File: config.mk
export PLATFORM = sky130hd
export DESIGN_NAME = top_writeback_flat
export DESIGN_NICKNAME = d
export VERILOG_FILES = /design/src/rtl/top_writeback_if.sv /design/src/rtl/top_writeback.sv /design/src/flat_wrapper.sv
export SDC_FILE = /design/constraint.sdc
export NUM_CORES = 1
export LEC_CHECK = 0
export CORE_ASPECT_RATIO = 1.4
export CORE_MARGIN = 2
export CORE_UTILIZATION = 41
export CTS_BUF_LIST = sky130_fd_sc_hd__clkbuf_8 sky130_fd_sc_hd__clkbuf_16
export DETAILED_ROUTE_END_ITERATION = 16
export PLACE_DENSITY = 0.93
export SYNTH_ARGS = -nofsm -noshare
export SYNTH_HDL_FRONTEND = slang
export SYNTH_SLANG_ARGS = --single-unit
File: constraint.sdc
create_clock -name clk -period 9 [get_ports clk]
set_input_delay 2.7 -clock clk [delete_from_list [all_inputs] [get_ports clk]]
set_output_delay 2.7 -clock clk [all_outputs]
set_load 0.05 [all_outputs]
File: src/rtl/top_writeback_if.sv
// rtl/top_writeback_if.sv - MemoryAccess-to-WriteBack stage latch bundle
interface top_writeback_if #(
    parameter int XLEN  = 32,
    parameter int OPLEN = 8
);
    logic             phase_writeback;
    logic [OPLEN-1:0] decoded_op_mw;
    logic             jump_state_mw;
    logic [4:0]       rdsel_mw;
    logic [XLEN-1:0]  next_pc_mw;
    logic [XLEN-1:0]  alu_out_mw;
    logic [XLEN-1:0]  mem_out_mw;
    logic [XLEN-1:0]  csr_out_mw;

    modport master (
        output phase_writeback, decoded_op_mw, jump_state_mw, rdsel_mw,
               next_pc_mw, alu_out_mw, mem_out_mw, csr_out_mw
    );

    modport slave (
        input  phase_writeback, decoded_op_mw, jump_state_mw, rdsel_mw,
               next_pc_mw, alu_out_mw, mem_out_mw, csr_out_mw
    );
endinterface

File: src/rtl/top_writeback.sv
// rtl/top_writeback.sv - WriteBack stage: rd data select, PC/retire state; RETIRE_COUNTER_EN adds instret
module top_writeback #(
`ifdef RV64I
    parameter int XLEN = 64,
`else
    parameter int XLEN = 32,
`endif
    parameter int OPLEN = 8,
    parameter logic [XLEN-1:0] RESET_VECTOR = '0
) (
    input  logic              clk,
    input  logic              rst_n,
    top_writeback_if.slave    mw,
    output logic              rf_we,
    output logic [4:0]        rf_wsel,
    output logic [XLEN-1:0]   rf_wdata,
    output logic [XLEN-1:0]   pc,
    output logic              jump_taken,
    output logic              fwd_valid,
    output logic [4:0]        fwd_rd,
    output logic [XLEN-1:0]   fwd_data,
    output logic              misalign_err,
    output logic              stall_writeback
`ifdef RETIRE_COUNTER_EN
    ,
    output logic [63:0]       instret
`endif
);
    localparam int RF_WE_BIT    = 0;
    localparam int WB_SEL_BIT_L = 1;
    localparam int WB_SEL_BIT_H = 2;

    logic [XLEN-1:0] pc_q, pc_d;
    logic            jump_taken_q, jump_taken_d;
    logic            fwd_valid_q, fwd_valid_d;
    logic [4:0]      fwd_rd_q, fwd_rd_d;
    logic [XLEN-1:0] fwd_data_q, fwd_data_d;
    logic            misalign_err_q, misalign_err_d;

    logic [1:0]      wb_sel;
    logic            mis;
    logic [XLEN-1:0] link_addr;
    logic            unused_op_bits;

    assign wb_sel         = mw.decoded_op_mw[WB_SEL_BIT_H:WB_SEL_BIT_L];
    assign mis            = mw.next_pc_mw[1:0] != 2'b00;
    assign link_addr      = pc_q + XLEN'(4);
    assign unused_op_bits = ^mw.decoded_op_mw[OPLEN-1:WB_SEL_BIT_H+1];

    always_comb begin
        rf_wdata = mw.alu_out_mw;
        case (wb_sel)
            2'b00:   rf_wdata = mw.alu_out_mw;
            2'b01:   rf_wdata = mw.mem_out_mw;
            2'b10:   rf_wdata = mw.csr_out_mw;
            default: rf_wdata = link_addr;
        endcase
    end

    // x0 and misaligned control transfers never reach the register file
    assign rf_we   = mw.phase_writeback & mw.decoded_op_mw[RF_WE_BIT]
                   & (mw.rdsel_mw != 5'd0) & ~mis;
    assign rf_wsel = mw.rdsel_mw;

    always_comb begin
        pc_d           = pc_q;
        jump_taken_d   = jump_taken_q;
        fwd_valid_d    = fwd_valid_q;
        fwd_rd_d       = fwd_rd_q;
        fwd_data_d     = fwd_data_q;
        misalign_err_d = misalign_err_q;
        if (mw.phase_writeback) begin
            if (mis) begin
                misalign_err_d = 1'b1;
                jump_taken_d   = 1'b0;
                fwd_valid_d    = 1'b0;
            end else begin
                pc_d         = mw.next_pc_mw;
                jump_taken_d = mw.jump_state_mw;
                fwd_valid_d  = rf_we;
                if (rf_we) begin
                    fwd_rd_d   = mw.rdsel_mw;
                    fwd_data_d = rf_wdata;
                end
            end
        end
    end

    always_ff @(posedge clk or negedge rst_n) begin
        if (!rst_n) begin
            pc_q           <= RESET_VECTOR;
            jump_taken_q   <= 1'b0;
            fwd_valid_q    <= 1'b0;
            fwd_rd_q       <= 5'd0;
            fwd_data_q     <= '0;
            misalign_err_q <= 1'b0;
        end else begin
            pc_q           <= pc_d;
            jump_taken_q   <= jump_taken_d;
            fwd_valid_q    <= fwd_valid_d;
            fwd_rd_q       <= fwd_rd_d;
            fwd_data_q     <= fwd_data_d;
            misalign_err_q <= misalign_err_d;
        end
    end

`ifdef RETIRE_COUNTER_EN
    logic [63:0] instret_q, instret_d;

    assign instret_d = (mw.phase_writeback && !mis) ? instret_q + 64'd1 : instret_q;

    always_ff @(posedge clk or negedge rst_n) begin
        if (!rst_n) instret_q <= 64'd0;
        else        instret_q <= instret_d;
    end

    assign instret = instret_q;
`endif

    assign pc              = pc_q;
    assign jump_taken      = jump_taken_q;
    assign fwd_valid       = fwd_valid_q;
    assign fwd_rd          = fwd_rd_q;
    assign fwd_data        = fwd_data_q;
    assign misalign_err    = misalign_err_q;
    assign stall_writeback = 1'b0;
endmodule
File: src/flat_wrapper.sv
// flat-port wrapper written by rule: the top's interface ports become plain ports
module top_writeback_flat 
#(

    parameter int XLEN = 32,

    parameter int OPLEN = 8,
    parameter logic [XLEN-1:0] RESET_VECTOR = '0
)
  (clk, rst_n, rf_we, rf_wsel, rf_wdata, pc, jump_taken, fwd_valid, fwd_rd, fwd_data, misalign_err, stall_writeback, mw_phase_writeback, mw_decoded_op_mw, mw_jump_state_mw, mw_rdsel_mw, mw_next_pc_mw, mw_alu_out_mw, mw_mem_out_mw, mw_csr_out_mw);
  top_writeback_if #(.XLEN(XLEN), .OPLEN(OPLEN)) mw_i ();
  input  logic clk;
  input  logic rst_n;
  output logic rf_we;
  output logic [4:0] rf_wsel;
  output logic [XLEN-1:0] rf_wdata;
  output logic [XLEN-1:0] pc;
  output logic jump_taken;
  output logic fwd_valid;
  output logic [4:0] fwd_rd;
  output logic [XLEN-1:0] fwd_data;
  output logic misalign_err;
  output logic stall_writeback;
  input wire logic [$bits(mw_i.phase_writeback)-1:0] mw_phase_writeback;
  input wire logic [$bits(mw_i.decoded_op_mw)-1:0] mw_decoded_op_mw;
  input wire logic [$bits(mw_i.jump_state_mw)-1:0] mw_jump_state_mw;
  input wire logic [$bits(mw_i.rdsel_mw)-1:0] mw_rdsel_mw;
  input wire logic [$bits(mw_i.next_pc_mw)-1:0] mw_next_pc_mw;
  input wire logic [$bits(mw_i.alu_out_mw)-1:0] mw_alu_out_mw;
  input wire logic [$bits(mw_i.mem_out_mw)-1:0] mw_mem_out_mw;
  input wire logic [$bits(mw_i.csr_out_mw)-1:0] mw_csr_out_mw;
  assign mw_i.phase_writeback = mw_phase_writeback;
  assign mw_i.decoded_op_mw = mw_decoded_op_mw;
  assign mw_i.jump_state_mw = mw_jump_state_mw;
  assign mw_i.rdsel_mw = mw_rdsel_mw;
  assign mw_i.next_pc_mw = mw_next_pc_mw;
  assign mw_i.alu_out_mw = mw_alu_out_mw;
  assign mw_i.mem_out_mw = mw_mem_out_mw;
  assign mw_i.csr_out_mw = mw_csr_out_mw;
  top_writeback #(.XLEN(XLEN), .OPLEN(OPLEN), .RESET_VECTOR(RESET_VECTOR)) u_core (.clk(clk), .rst_n(rst_n), .mw(mw_i), .rf_we(rf_we), .rf_wsel(rf_wsel), .rf_wdata(rf_wdata), .pc(pc), .jump_taken(jump_taken), .fwd_valid(fwd_valid), .fwd_rd(fwd_rd), .fwd_data(fwd_data), .misalign_err(misalign_err), .stall_writeback(stall_writeback));
endmodule
==> impl_metrics.env <==
export IMPL_drtAntennaViolNets=0
export IMPL_antenna_found_initial=1
export IMPL_power_density_nw_per_um2=220
export IMPL_clock_latency_ns=0.34
export IMPL_skew_ns=0.00590
export IMPL_synthTopCellsByArea="dfrtp_1 (42%), mux2_2 (11%), mux4_2 (9.9%), nand2_1 (6.4%), nor2_1 (2.1%)"
export IMPL_dp_final_hpwl_um=13300
export IMPL_drv_cap=0
export IMPL_grt_pass1_vias=4602
export IMPL_drtIter0Drc=317
export IMPL_final_common_cell="clkdlybuf4s50_1"
export IMPL_r2r_slack_ns=5.96
export IMPL_routed_wl_um=17100
export IMPL_rsz0062_at_grt="no"
export IMPL_wl_per_cell_um=21.2
export IMPL_status="completed"
export IMPL_setup_slack_ns=1.14
export IMPL_dp_slack_ns=1.16
export IMPL_ff_latch_area_um2=1800
export IMPL_die_area_um2=11400
export IMPL_ys_types=49
export IMPL_yosysSeqAreaShare_pct=41.6
export IMPL_coreArea_um2=10300
export IMPL_hold_buffers=0
export IMPL_synth_top_area_cell="dfrtp_1"
export IMPL_fin_total_pwr_mw=1.58
export IMPL_period_share_pct=87.3
export IMPL_clock_root_buffer="clkbuf_16"
export IMPL_num_vias=4546
export IMPL_die_w_um=90.8
export IMPL_clk_pin_slew_worst_paths_ns=0.05
export IMPL_rows=44
export IMPL_avgViaCountPerCell=5.65
export IMPL_syn_area_per_cell_um2=10.1
export IMPL_gp_congestion=0.941
export IMPL_cts_sinks=72
export IMPL_nNetsFinal=807
export IMPL_yosysTopAreaCellShare_pct=41.6
export IMPL_layout_min_cycle_time_ns=7.86
export IMPL_grtUsageTotal_pct=29.8
export IMPL_port_buffers=249
export IMPL_slew_violations=0
export IMPL_fin_setup_tns_ns=0
export IMPL_start_util_pct=41.8
export IMPL_htreeDepth=3
export IMPL_post_cts_buffers=0
export IMPL_leakage_nw=2.89
export IMPL_numCtsBuffers=9
export IMPL_route_detailed_drc=0
export IMPL_synth_flop_cell="dfrtp_1"
export IMPL_fillers=793
export IMPL_start_kind="input pin"
export IMPL_yosysWarnings=0
export IMPL_peakVddDrop_uv=117
export IMPL_synthCells=427
export IMPL_grt_first_pass_wirelength_um=26000
export IMPL_num_io_pins=256
export IMPL_ys_seq_elements=72
export IMPL_cts_buffer_depth=2
export IMPL_place_area_um2=6870
export IMPL_fmax_mhz=127
export IMPL_final_core_utilization_pct=69.4
export IMPL_worstPathRequired_ns=6.30
export IMPL_synth_cell_area_um2=4330
export IMPL_hold_viol=0
export IMPL_hp_class="reg -> reg"
export IMPL_synth_fp_nets=573
export IMPL_grt_overflow_total=0
export IMPL_worst_slew_pin_slew_ns=1.15
export IMPL_slew_headroom_pct=22.7
export IMPL_synth_edff_count=0
export IMPL_mostFrequentLayoutCells="clkdlybuf4s50_1 (246), nand2_1 (74), dfrtp_1 (72), mux2_2 (43), nor2_1 (24)"
export IMPL_ctsResizeCount=0
export IMPL_crit_fanout=34
export IMPL_setup_violations=0
export IMPL_crit_path_end_kind="primary output"
export IMPL_cts_tree="yes"
export IMPL_multi_input_area_um2=2350
export IMPL_area_growth_pct=65.9
export IMPL_cp_arrival_ns=5.16
export IMPL_fin_area_um2=7180
export IMPL_firstDrtPassIters=5
export IMPL_async_reset_ff_share_pct=100
export IMPL_path_class="in -> out"
export IMPL_grt_max_degree=73
export IMPL_drive_gt1_share_pct=14.7
export IMPL_die_height_um=126
-- metrics by stage --
| step | hold slack, ns | instances |
|---|---|---|
| after CTS | 0.480 | 804 |
| after global routing | 0.507 | 805 |
| final | 0.476 | 805 |
| after detailed placement | 0.466 | 788 |
| after floorplan | 0.741 | 427 |
| after global placement | 0.457 | 788 |
-- worst max-delay path: stages --
cell and delay (ns):
clkdlybuf4s50_1 0.46, or4_1 0.54, o211ai_1 0.29, inv_2 0.35, clkdlybuf4s50_1 0.81
-- power breakdown --
group / internal, mW / switching, mW / leakage, nW
registers: 0.390 / 0.0709 / 0.873
clock network: 0.229 / 0.140 / 0.148
logic: 0.284 / 0.465 / 1.87
total: 0.902 / 0.676 / 2.89
-- logic make-up after synthesis --
logic type | synth area share [%]
XOR/XNOR | 2.63
multiplexers | 22.9
buffers and inverters | 4.28
flip-flops | 41.6
AND/OR/NAND/NOR | 19.0
AO/OA/AOI/OAI | 9.22
adder cells (fa/ha/maj) | 0.289
other | 0.0866
-- per-layer routing --
metal | GRT usage [%] | wire length [µm]
met2 | 51.0 | 8670
met3 | 7.77 | 1290
met5 | 0 | 0
met1 | 34.9 | 6320
met4 | 13.6 | 819
-- state kept, by name, indices dropped and copies added, names as in the netlist --
name / count
u_core.fwd_valid: 1
u_core.jump_taken: 1
u_core.misalign_err: 1
u_core.pc: 32
u_core.fwd_rd: 5
u_core.fwd_data: 32
-- synthesized netlist by cell type, drive strengths merged, types with 7 or more instances --
master,number
a21oi,14
nand2,74
o21ai,15
mux2,43
mux2i,8
buf,20
nand2b,8
nor2,24
xnor2,9
mux4,19
o22ai,8
a31oi,8
dfrtp,72
inv,9
nor3,7
nand4,12
clkbuf,11
-- final timing paths --
| path | startpoint | to | cells after the start |
|---|---|---|---|
| max | mw_rdsel_mw[0] | rf_we | 5 |
| min | u_core.fwd_rd[4] | u_core.fwd_rd[4] | 2 |
| max reg2reg | u_core.pc[2] | u_core.fwd_data[18] | 6 |
| min reg2reg | u_core.fwd_rd[4] | u_core.fwd_rd[4] | 2 |
| max in group asynchronous | rst_n | u_core.pc[3] | 1 |
| min in group asynchronous | rst_n | u_core.fwd_data[21] | 1 |
-- area by class of cell --
| type | count | share of cell area [%] |
|---|---|---|
| timing repair buffer | 254 | 35.0 |
| multi-input combinational | 315 | 32.7 |
| antenna | 1 | 0.0348 |
| tap | 138 | 2.40 |
| sequential | 72 | 25.1 |
| inverter | 9 | 0.470 |
| clock inverter | 5 | 0.766 |
| clock buffer | 11 | 3.52 |
(Power assumes the default switching activity.)
